--- src/rtl/vga_sync_gen_if.sv ---
// Raster timing bundle from vga_sync_gen to the pixel-drawing logic.
// master drives, slave observes.
interface vga_sync_gen_if;
  logic [9:0] h_count;
  logic [9:0] v_count;
  logic       video;
  logic       hsync;
  logic       vsync;
  logic       pix_tick;
  logic       frame_tick;

  modport master (
    output h_count, v_count, video,
    output hsync, vsync,
    output pix_tick, frame_tick
  );

  modport slave (
    input h_count, v_count, video,
    input hsync, vsync,
    input pix_tick, frame_tick
  );
endinterface

--- src/rtl/vga_sync_gen.sv ---
// VGA raster timing generator: divided pixel rate, h/v counters,
// sync/video decode delayed to line up with downstream ROM data.
module vga_sync_gen #(
  parameter int CLK_DIV    = 2,
  parameter int H_ACTIVE   = 640,
  parameter int H_FP       = 16,
  parameter int H_SYNC     = 96,
  parameter int H_BP       = 48,
  parameter int V_ACTIVE   = 480,
  parameter int V_FP       = 10,
  parameter int V_SYNC     = 2,
  parameter int V_BP       = 33,
  parameter int SYNC_POL   = 0,
  parameter int SYNC_DELAY = 1
) (
  input  logic           clk,
  input  logic           reset_n,
  vga_sync_gen_if.master vga
);

  localparam int H_TOTAL = H_ACTIVE + H_FP + H_SYNC + H_BP;
  localparam int V_TOTAL = V_ACTIVE + V_FP + V_SYNC + V_BP;

  localparam logic [9:0] H_LAST = 10'(H_TOTAL - 1);
  localparam logic [9:0] V_LAST = 10'(V_TOTAL - 1);
  localparam logic [9:0] H_ACT  = 10'(H_ACTIVE);
  localparam logic [9:0] V_ACT  = 10'(V_ACTIVE);
  localparam logic [9:0] HS_ON  = 10'(H_ACTIVE + H_FP);
  localparam logic [9:0] HS_END = 10'(H_ACTIVE + H_FP + H_SYNC);
  localparam logic [9:0] VS_ON  = 10'(V_ACTIVE + V_FP);
  localparam logic [9:0] VS_END = 10'(V_ACTIVE + V_FP + V_SYNC);

  localparam logic [2:0] DIV_LAST = 3'(CLK_DIV - 1);
  localparam logic       S_ON     = 1'(SYNC_POL);
  localparam logic       S_OFF    = ~S_ON;

  logic [2:0] div;
  logic       adv;
  logic [9:0] h_cnt;
  logic [9:0] v_cnt;
  logic [9:0] h_nxt;
  logic [9:0] v_nxt;
  logic       hs_raw;
  logic       vs_raw;
  logic       vid_raw;
  logic       pix_q;
  logic       frame_q;

  // Stage 0 holds the decode aligned with the counters; the last
  // stage is what leaves the block.
  logic hs_q  [0:SYNC_DELAY];
  logic vs_q  [0:SYNC_DELAY];
  logic vid_q [0:SYNC_DELAY];

  assign adv = (div == DIV_LAST);

  always_comb begin
    h_nxt = h_cnt + 10'd1;
    v_nxt = v_cnt;
    if (h_cnt == H_LAST) begin
      h_nxt = '0;
      v_nxt = (v_cnt == V_LAST) ? '0 : v_cnt + 10'd1;
    end
  end

  always_comb begin
    hs_raw  = (h_nxt >= HS_ON) && (h_nxt < HS_END);
    vs_raw  = (v_nxt >= VS_ON) && (v_nxt < VS_END);
    vid_raw = (h_nxt < H_ACT) && (v_nxt < V_ACT);
  end

  always_ff @(posedge clk or negedge reset_n) begin
    if (!reset_n) begin
      div     <= '0;
      h_cnt   <= '0;
      v_cnt   <= '0;
      pix_q   <= 1'b0;
      frame_q <= 1'b0;
      for (int i = 0; i <= SYNC_DELAY; i++) begin
        hs_q[i]  <= S_OFF;
        vs_q[i]  <= S_OFF;
        vid_q[i] <= 1'b0;
      end
    end else begin
      div     <= adv ? '0 : div + 3'd1;
      pix_q   <= adv;
      frame_q <= adv && (h_nxt == '0) && (v_nxt == V_ACT);
      if (adv) begin
        h_cnt    <= h_nxt;
        v_cnt    <= v_nxt;
        hs_q[0]  <= hs_raw ? S_ON : S_OFF;
        vs_q[0]  <= vs_raw ? S_ON : S_OFF;
        vid_q[0] <= vid_raw;
        for (int i = 1; i <= SYNC_DELAY; i++) begin
          hs_q[i]  <= hs_q[i-1];
          vs_q[i]  <= vs_q[i-1];
          vid_q[i] <= vid_q[i-1];
        end
      end
    end
  end

  assign vga.h_count    = h_cnt;
  assign vga.v_count    = v_cnt;
  assign vga.pix_tick   = pix_q;
  assign vga.frame_tick = frame_q;
  assign vga.hsync      = hs_q[SYNC_DELAY];
  assign vga.vsync      = vs_q[SYNC_DELAY];
  assign vga.video      = vid_q[SYNC_DELAY];

endmodule
--- src/flat_wrapper.sv ---
// flat-port wrapper written by rule: the top's interface ports become plain ports
module vga_sync_gen_flat 
#(
  parameter int CLK_DIV    = 2,
  parameter int H_ACTIVE   = 640,
  parameter int H_FP       = 16,
  parameter int H_SYNC     = 96,
  parameter int H_BP       = 48,
  parameter int V_ACTIVE   = 480,
  parameter int V_FP       = 10,
  parameter int V_SYNC     = 2,
  parameter int V_BP       = 33,
  parameter int SYNC_POL   = 0,
  parameter int SYNC_DELAY = 1
)
  (clk, reset_n, vga_h_count, vga_v_count, vga_video, vga_hsync, vga_vsync, vga_pix_tick, vga_frame_tick);
  vga_sync_gen_if vga_i ();
  input  logic clk;
  input  logic reset_n;
  output wire logic [$bits(vga_i.h_count)-1:0] vga_h_count;
  output wire logic [$bits(vga_i.v_count)-1:0] vga_v_count;
  output wire logic [$bits(vga_i.video)-1:0] vga_video;
  output wire logic [$bits(vga_i.hsync)-1:0] vga_hsync;
  output wire logic [$bits(vga_i.vsync)-1:0] vga_vsync;
  output wire logic [$bits(vga_i.pix_tick)-1:0] vga_pix_tick;
  output wire logic [$bits(vga_i.frame_tick)-1:0] vga_frame_tick;
  assign vga_h_count = vga_i.h_count;
  assign vga_v_count = vga_i.v_count;
  assign vga_video = vga_i.video;
  assign vga_hsync = vga_i.hsync;
  assign vga_vsync = vga_i.vsync;
  assign vga_pix_tick = vga_i.pix_tick;
  assign vga_frame_tick = vga_i.frame_tick;
  vga_sync_gen #(.CLK_DIV(CLK_DIV), .H_ACTIVE(H_ACTIVE), .H_FP(H_FP), .H_SYNC(H_SYNC), .H_BP(H_BP), .V_ACTIVE(V_ACTIVE), .V_FP(V_FP), .V_SYNC(V_SYNC), .V_BP(V_BP), .SYNC_POL(SYNC_POL), .SYNC_DELAY(SYNC_DELAY)) u_core (.clk(clk), .reset_n(reset_n), .vga(vga_i));
endmodule
--- config.mk ---
export PLATFORM = sky130hd
export DESIGN_NAME = vga_sync_gen_flat
export DESIGN_NICKNAME = d
export VERILOG_FILES = /design/src/rtl/vga_sync_gen_if.sv /design/src/rtl/vga_sync_gen.sv /design/src/flat_wrapper.sv
export SDC_FILE = /design/constraint.sdc
export NUM_CORES = 1
export LEC_CHECK = 0
export BUFFER_PORTS_ARGS = -buffer_cell sky130_fd_sc_hd__buf_2
export CORE_MARGIN = 4
export CORE_UTILIZATION = 35
export DETAILED_ROUTE_END_ITERATION = 8
export GPL_TIMING_DRIVEN = 0
export PLACE_DENSITY_LB_ADDON = 0.25
export SLEW_MARGIN = 25
export SYNTH_ARGS = -nofsm -noshare
export SYNTH_HDL_FRONTEND = slang
export SYNTH_SLANG_ARGS = --single-unit
--- constraint.sdc ---
create_clock -name clk -period 2.84 [get_ports clk]
set_clock_uncertainty 0.2 [all_clocks]
set_input_delay 0 -clock clk [delete_from_list [all_inputs] [get_ports clk]]
set_output_delay 0 -clock clk [all_outputs]
set_load 0.01 [all_outputs]
# == Word-level counts from Yosys, hierarchy flattened ==
# Index checks and enable logic that the tools add are counted.
# W data, S select, Z words.
# totals
register_bits,31
elab_cells,36
# classes
n_addsub,3
n_lt_le_gt_ge,6
eq_ne,4
n_mux,6
n_reduce_logical,6
# ops
operator,count
$mux W10,3
$add A10 B1 Y10 const B,2
$eq A10 B10 Y1 const B,2
$lt A10 B10 Y1 const B,2
$lt A10 B9 Y1 const B,2
$eq A10 B9 Y1 const B,1
$ge A10 B10 Y1 const B,1
$ge A10 B9 Y1 const B,1
$logic_not A10 Y1,1
$logic_and A1 B1 Y1,5
$add A3 B1 Y3 const B,1
$eq A3 B1 Y1 const B,1
$mux W3,1
$mux W1,2

# == Logic depth before layout (Yosys ltp) ==
# Gate-level depths: netlist of the first run.
# logic_depth
depth_word,6
depth_mapped,9
ltp_nobuf,8

# == Least setup slack after synthesis of the first run ==
# Ideal clock, no wire load.
# synth_path
path_kind,register -> register
startpoint,reg u_core.v_cnt[0] (netlist: u_core.vga.v_count[0])
endpoint,reg u_core.frame_q (netlist: u_core.vga.frame_tick)
arrival_time_ns,2.270
required_ns,2.544
slack_ns,0.274
path_stages_with_launch,9
n_path_buf,0
cell_sequence,dfrtp_1 inv_1 ha_1 or4b_1 nor4_4 nand2b_1 a21oi_1 nand4bb_1 nor4_2
# synth_between
elab_chain_len,5
elab_cells_between_ends,6
cone_classes,add/sub (1); eq/ne (2); mux (2); reduce/logical (1)
# synth_lines
item,line,rtl
start: declaration,vga_sync_gen.sv:40,logic [9:0] v_cnt;
start signal: assignment,vga_sync_gen.sv:90,v_cnt <= v_nxt;
$add A10 B1 Y10 or $eq A10 B10 Y1 (tied branches),vga_sync_gen.sv:62,v_nxt = (v_cnt == V_LAST) ? '0 : v_cnt + 10'd1;
$mux W10,vga_sync_gen.sv:62,
$mux W10 *,vga_sync_gen.sv:60,if (h_cnt == H_LAST) begin
$eq A10 B9 Y1 *,vga_sync_gen.sv:87,frame_q <= adv && (h_nxt == '0) && (v_nxt == V_ACT);
$logic_and A1 B1 Y1 *,vga_sync_gen.sv:87,
end signal: assignment,vga_sync_gen.sv:87,
end: declaration,vga_sync_gen.sv:47,logic frame_q;
# Every way passes the cells marked *; elsewhere a longest branch is shown, timed or not.
# A chain may end at the register's enable or synchronous reset.

# == Worst setup path after layout of the first run ==
# layout_path
startpoint,reg u_core.h_cnt[6] (netlist: u_core.vga.h_count[6])
endpoint,reg u_core.frame_q (netlist: u_core.vga.frame_tick)
# layout_between
elab_chain_len,5
elab_cells_between_ends,8
cone_classes,add/sub (1); eq/ne (2); mux (2); reduce/logical (3)
# layout_lines
item,line,rtl
start: declaration,vga_sync_gen.sv:39,logic [9:0] h_cnt;
start signal: assignment,vga_sync_gen.sv:89,h_cnt <= h_nxt;
$add A10 B1 Y10 or $eq A10 B10 Y1 (tied branches),"vga_sync_gen.sv:58, vga_sync_gen.sv:60",
$mux W10,vga_sync_gen.sv:60,
$logic_not A10 Y1,vga_sync_gen.sv:87,
$logic_and A1 B1 Y1,vga_sync_gen.sv:87,
$logic_and A1 B1 Y1 *,vga_sync_gen.sv:87,
# Marks and branches as above.

==> results_dict.tcl, run 1 <==
set metrics [dict create \
    cts_buffers 5 \
    num-nets-final 263 \
    synthSimpleGateAreaFrac_pct 28.09 \
    synth_compound_area_share_pct 15.99 \
    crit_fanout 8 \
    async_reset_ff_share_pct 100.0 \
    cts_tree "built" \
    fmax_mhz 373.2 \
    r2r_end "u_core.vga.frame_tick" \
    wire_per_inst_um 14.74 \
    rows 26 \
    rr_worst_depth 8 \
    overflow 0 \
    finalSetupViolations 0 \
    clkSinkCount 31 \
    drc 0 \
    synthCells 218 \
    wl_um 4834 \
    cts-root-buf "clkbuf_8" \
    die_w_um 82.32 \
    vias_per_cell 5.366 \
    power_density_mw_per_mm2 387.1 \
    cellInternalPower_uw 726.8 \
    syn_area_per_cell_um2 8.867 \
    antenna_found_initial 0 \
    pre_cts_ws_ns -0.1123 \
    track_usage_pct 15.95 \
    irDropWorstVdd_uv 244.3 \
    die_h_um 82.32 \
    r2r_start "u_core.vga.h_count[6]" \
    finalHoldViolations 0 \
    synth.ff_latch_count 31 \
    worstPathArrival_ns 2.67 \
    min_period_ns 2.679 \
    finalPower_uw 905.8 \
    h-tree-depth 2 \
    switching_power_uw 179.0 \
    grt_pass1_vias 1664 \
    synth_xor_area_share_pct 5.890 \
    combPwrFrac_pct 1.1 \
    drt_pass1_iterations 4 \
    critPathKind "flop to flop" \
    post-route-period-util_pct 94.35 \
    clkPwrFrac_pct 50.1 \
    synth_mux_area_share_pct 1.618 \
    core_area_mm2 0.005238 \
    clockBufferDepth 2 \
    tightest_slew_ns 0.7026 \
    slew_viol_final 0 \
    ant_nets 0 \
    antenna_cells 0 \
    drtIter0Drc 120 \
    post-place-cells 314 \
    synth_cell_types 47 \
    area_growth_pct 21.04 \
    fin_tns_setup_ns 0 \
    clock_latency_ns 0.29 \
    ios 27 \
    final_cells 328 \
    r2r_setup_slack_ns 0.16 \
    grt_max_degree 32 \
    worstSetupStartpointType "flop" \
    drive_above_1_share_pct 24.42 \
    synth_fa_ha_area_share_pct 3.107 \
    slew_headroom_pct 53.16 \
    min-delay-path-class "primary input to async pin" \
    whs_ns 0.09684 \
    synth_flop_cell "dfrtp_1" \
    p_sw_share_pct 19.76 \
    die_area_mm2 0.006776 \
    fill_cells 533 \
    cp.required_ns 2.83 \
    clkTransAtPathRegs_ns 0.07 \
    setup_slack_ns 0.1605 \
    synth_edf_count 0 \
    yosysWarnings 0 \
    power.share.sequential_pct 48.8 \
    cp-end-kind "flop" \
    grt_first_pass_wirelength_um 8217 \
    hpwl_um 3341 \
    routabilityCongestion 0.8239 \
    initial_core_util_pct 36.91 \
    vias 1760 \
    port_buffers 26 \
    synth_top_family_by_area "simple AND/OR/NAND/NOR gates" \
    syn-cell-area_mm2 0.001933 \
    yosysSeqAreaShare_pct 40.39 \
    p_leak_nw 0.9760 \
    drv_cap 0 \
    outcome "finished clean" \
    syn_nets 224 \
]
[logic make-up after synthesis]
kind of cell / count (synthesis)
and+or+nand+nor: 100
AOI/OAI and AO/OA: 47
DFF: 31
buffers and inverters: 19
xor gates and xnor gates: 13
adders and majority gates: 5
muxes: 3
[sequential cells by signal, summed over array words and instances (netlist names)]
signal and flops:
u_core.div 3, u_core.hs_q 1, u_core.vga.frame_tick 1, u_core.vga.h_count 10
u_core.vga.hsync 1, u_core.vga.pix_tick 1, u_core.vga.v_count 10, u_core.vga.video 1
u_core.vga.vsync 1, u_core.vid_q 1, u_core.vs_q 1
[critical path: stages, from the launching register on]
cell      delay (ns)
dfrtp_1         0.37
buf_2           0.18
or4b_4          0.49
buf_6           0.16
nor3_4          0.25
nand3_1         0.14
a211oi_2        0.33
nand4_1         0.19
nor4_2          0.28
[layer usage]
layer	track usage (%)	up-vias	wire [um]
met5	0	-	0
met4	4.485	0	68
met3	4.121	7	344
met2	23.72	50	2160
met1	22.72	844	2261
li1	-	859	-
[Yosys cell counts (all sizes together), types with 2 or more instances]
cell type  count  area share [%]
xor2           3             1.4
clkbuf         8             1.6
nand4          8             2.6
o21ai         18             4.7
nand3         13             3.4
dfstp          4             5.4
xnor2         10             4.5
a21oi          9             2.3
inv            7             1.4
nor3           5             1.6
nor2          18             3.6
buf            4             2.0
or4b           2             1.2
nand2         35             6.8
mux2i          2             1.0
a31oi          4             1.3
ha             4             2.6
nor2b          2            0.65
dfrtp         27              35
o41ai          2             1.3
a211oi         2             1.3
or3            3             1.5
o31ai          5             1.9
nor4           6             3.7
nand2b         4             1.3
[what timing repair did]
item / in CTS / in global routing
resized for setup: 1 / 5
endpoints found under the hold margin: 31 / 0
setup buffers: 2 / 3
hold buffers: 1 / 0
pin swaps: 2 / 2
setup endpoints to repair: 2 / 2
[final cells by class]
cell class / instances / area [um^2] / area share, %
inverters: 7 / 26.28 / 1.123
repair buffers: 32 / 177.7 / 7.594
clock buffers: 6 / 82.58 / 3.529
flip-flops and latches: 31 / 783.3 / 33.48
well taps: 70 / 87.58 / 3.743
multi-input cells: 168 / 1079 / 46.10
plain buffers: 12 / 68.82 / 2.941
clock inverters: 2 / 35.03 / 1.497
[how the worst max path moves through the flow]
stage,from,end,slack (ns),cells after the start
floorplan,u_core.vga.v_count[0],u_core.vga.frame_tick,0.27,8
global placement,u_core.vga.h_count[0],u_core.vga.frame_tick,-0.14,7
CTS,u_core.vga.v_count[0],u_core.vga.frame_tick,0.1,8
detailed placement,u_core.vga.h_count[0],u_core.vga.frame_tick,-0.11,7
global route,u_core.vga.h_count[6],u_core.vga.frame_tick,-0.01,9
finish,u_core.vga.h_count[6],u_core.vga.frame_tick,0.16,8
[layout by cell type, fill, tap and decap left out, types with 2 or more instances in the layout]
master,synthesis,layout
a211oi_2,2,2
a21oi_1,9,9
a31oi_1,4,4
buf_2,1,27
buf_4,0,5
buf_6,3,3
clkbuf_1,8,8
clkbuf_8,0,6
dfrtp_1,27,25
dfrtp_2,0,2
dfstp_2,4,4
ha_1,4,3
inv_1,7,7
mux2i_1,2,2
nand2_1,35,35
nand2b_1,4,4
nand3_1,13,13
nand4_1,8,8
nor2_1,17,17
nor2b_1,2,2
nor3_1,4,4
nor4_1,2,2
nor4_2,3,2
nor4_4,1,2
o21ai_0,17,17
o31ai_1,5,5
or3_4,2,2
or4b_4,1,2
xnor2_1,10,10
xor2_1,3,3
[through the flow]
step	instance area [um^2]	utilization (%)
6_report	2340	44.67
5_1_grt	2340	44.67
4_1_cts	2300	43.91
3_5_place_dp	2151	41.07
3_3_place_gp	2151	41.07
2_1_floorplan	1933	-
[power groups by stage]
stage / Clock [mW] / Combinational (mW) / Sequential, mW
4_1_cts: 0.468 / 0.0107 / 0.442
6_report: 0.454 / 0.00993 / 0.442
2_1_floorplan: 0 / 0.000000338 / 0.450
3_5_place_dp: 0 / 0.00978 / 0.450
5_1_grt: 0.489 / 0.0124 / 0.441
3_3_place_gp: 0 / 0.00961 / 0.450
Power figures use the tool's default switching activity.
==> run 2, diff against run 1 <==
--- a/config.mk
+++ b/config.mk
@@ -11,7 +11,8 @@
 export DETAILED_ROUTE_END_ITERATION = 8
 export GPL_TIMING_DRIVEN = 0
 export PLACE_DENSITY_LB_ADDON = 0.25
-export SLEW_MARGIN = 25
+export SETUP_SLACK_MARGIN = 0.4
+export SLEW_MARGIN = 20
 export SYNTH_ARGS = -nofsm -noshare
 export SYNTH_HDL_FRONTEND = slang
 export SYNTH_SLANG_ARGS = --single-unit
==> results_dict.tcl, run 2 (synthesis results as in run 1) <==
set metrics [dict create \
    rr_worst_depth 8 \
    port_buffers 26 \
    ant_nets 0 \
    outcome "finished clean" \
    clkSinkCount 31 \
    slew_headroom_pct 55.36 \
    cp-end-kind "flop" \
    track_usage_pct 16.46 \
    whs_ns 0.08260 \
    critical_path.cell_chain "buf_6 > or4b_4 > buf_8 > or3_4 > buf_4 > buf_16 > o32a_1 > o22a_1" \
    ios 27 \
    slowest_stage "or4b_4" \
    antenna_cells 0 \
    setup_slack_ns 0.1864 \
    drt_pass1_iterations 4 \
    slew_viol_final 0 \
    fmax_mhz 376.8 \
    r2r_end "u_core.vs_q[1]" \
    pre_cts_ws_ns -0.1279 \
    tightest_slew_ns 0.6696 \
    critPathCapture "u_core.vs_q[1]" \
    cp.required_ns 2.86 \
    drtIter0Drc 136 \
    core_area_mm2 0.005238 \
    wl_um 5045 \
    hpwl_um 3331 \
    grt_max_degree 32 \
    post-route-period-util_pct 93.44 \
    place_area_mm2 0.002151 \
    min-delay-path-class "primary input to async pin" \
    grt_first_pass_wirelength_um 8411 \
    die_h_um 82.32 \
    drv_cap 0 \
    crit_fanout 6 \
    worstPathArrival_ns 2.67 \
    fill_cells 493 \
    drive_above_1_share_pct 34.30 \
    final_cell_mix "34 x nand2_1, 26 x buf_2, 22 x buf_4, 22 x dfrtp_1, 17 x nor2_1" \
    clock_latency_ns 0.29 \
    worstSetupStartpointType "flop" \
    cp-startpoint "u_core.vga.h_count[5]" \
    critPathMaxStageDelay_ns 0.51 \
    wire_per_inst_um 14.54 \
    vias_per_cell 5.424 \
    cts-root-buf "clkbuf_8" \
    overflow 0 \
    critPathKind "flop to flop" \
    layout_commonest_cell "nand2_1" \
    irDropWorstVdd_uv 250.0 \
    finalSetupViolations 0 \
    routabilityCongestion 0.8282 \
    vias 1882 \
    cts_tree "built" \
    num-nets-final 282 \
    power_density_mw_per_mm2 343.1 \
    finalHoldViolations 0 \
    clockBufferDepth 2 \
    rows 26 \
    min_period_ns 2.654 \
    h-tree-depth 2 \
    drc 0 \
    grt_pass1_vias 1710 \
    initial_core_util_pct 36.91 \
    r2r_start "u_core.vga.h_count[5]" \
    p_leak_nw 1.147 \
    area_growth_pct 36.25 \
    rsz0062_at_grt "true" \
    cts_buffers 5 \
    final_area_mm2 0.002634 \
    clkTransAtPathRegs_ns 0.07 \
    die_area_mm2 0.006776 \
    antenna_found_initial 0 \
    r2r_setup_slack_ns 0.19 \
    die_w_um 82.32 \
]
run 2: changes by cell type in the layout (fill, tap and decap cells not counted), moves of 3 or more:
| cell | delta |
|---|---|
| dfrtp_2 | +3 |
| dfrtp_1 | -3 |
| o21ai_0 | -3 |
| buf_4 | +17 |
run 2: worst min path at each step:
stage	cells after the start	start	to
2_1_floorplan	0	reset_n	u_core.div[0]
3_3_place_gp	1	reset_n	u_core.vga.v_count[0]
3_5_place_dp	1	reset_n	u_core.vga.v_count[7]
4_1_cts	2	reset_n	u_core.vga.h_count[0]
5_1_grt	2	reset_n	u_core.vga.h_count[2]
6_report	2	reset_n	u_core.vga.h_count[0]
run 2: critical path, delay by kind of cell, from the launching register on:
kind	cells	cell delay [ns]
compound gates	2	0.52
buf+inv	4	0.57
flops	1	0.39
simple gates	2	0.89
run 2: through the flow:
step | TNS [ns] | total power [mW] | utilization, % | std cells
after floorplan | 0 | 0.4499 | - | 218
after global placement | -0.1469 | 0.4595 | 41.07 | 314
after detailed placement | -0.1398 | 0.4596 | 41.07 | 314
after CTS | 0 | 0.9162 | 47.97 | 340
after global routing | 0 | 0.9400 | 50.29 | 347
final | 0 | 0.9038 | 50.29 | 347
run 2: where the power goes:
| part | switching [mW] | internal, mW |
|---|---|---|
| Combinational | 0.00815 | 0.00138 |
| Clock | 0.169 | 0.284 |
| Sequential | 0 | 0.442 |
| Total | 0.177 | 0.727 |
run 2: layout make-up:
type	instances	area (um^2)	area share, %
multi-input combinational	168	1179	44.75
sequential	31	787.0	29.88
timing repair buffer	51	352.8	13.40
tap	70	87.58	3.325
buffer	12	83.83	3.183
clock buffer	6	82.58	3.135
clock inverter	2	35.03	1.330
inverter	7	26.28	0.9976
run 2: repair_timing:
item / in CTS / in global routing
cloned: 1 / 0
gates resized for setup: 19 / 17
hold buffers: 1 / 0
pin swaps: 8 / 11
endpoints found under the hold margin: 31 / 0
endpoints found under the setup margin: 17 / 19
setup buffers: 16 / 7
run 2: metal layers:
| metal | global-route usage [%] | share of wire [%] |
|---|---|---|
| met5 | 0 | 0 |
| met3 | 5.965 | 7.7 |
| met2 | 24.20 | 45 |
| met4 | 4.485 | 1.4 |
| met1 | 22.70 | 46 |
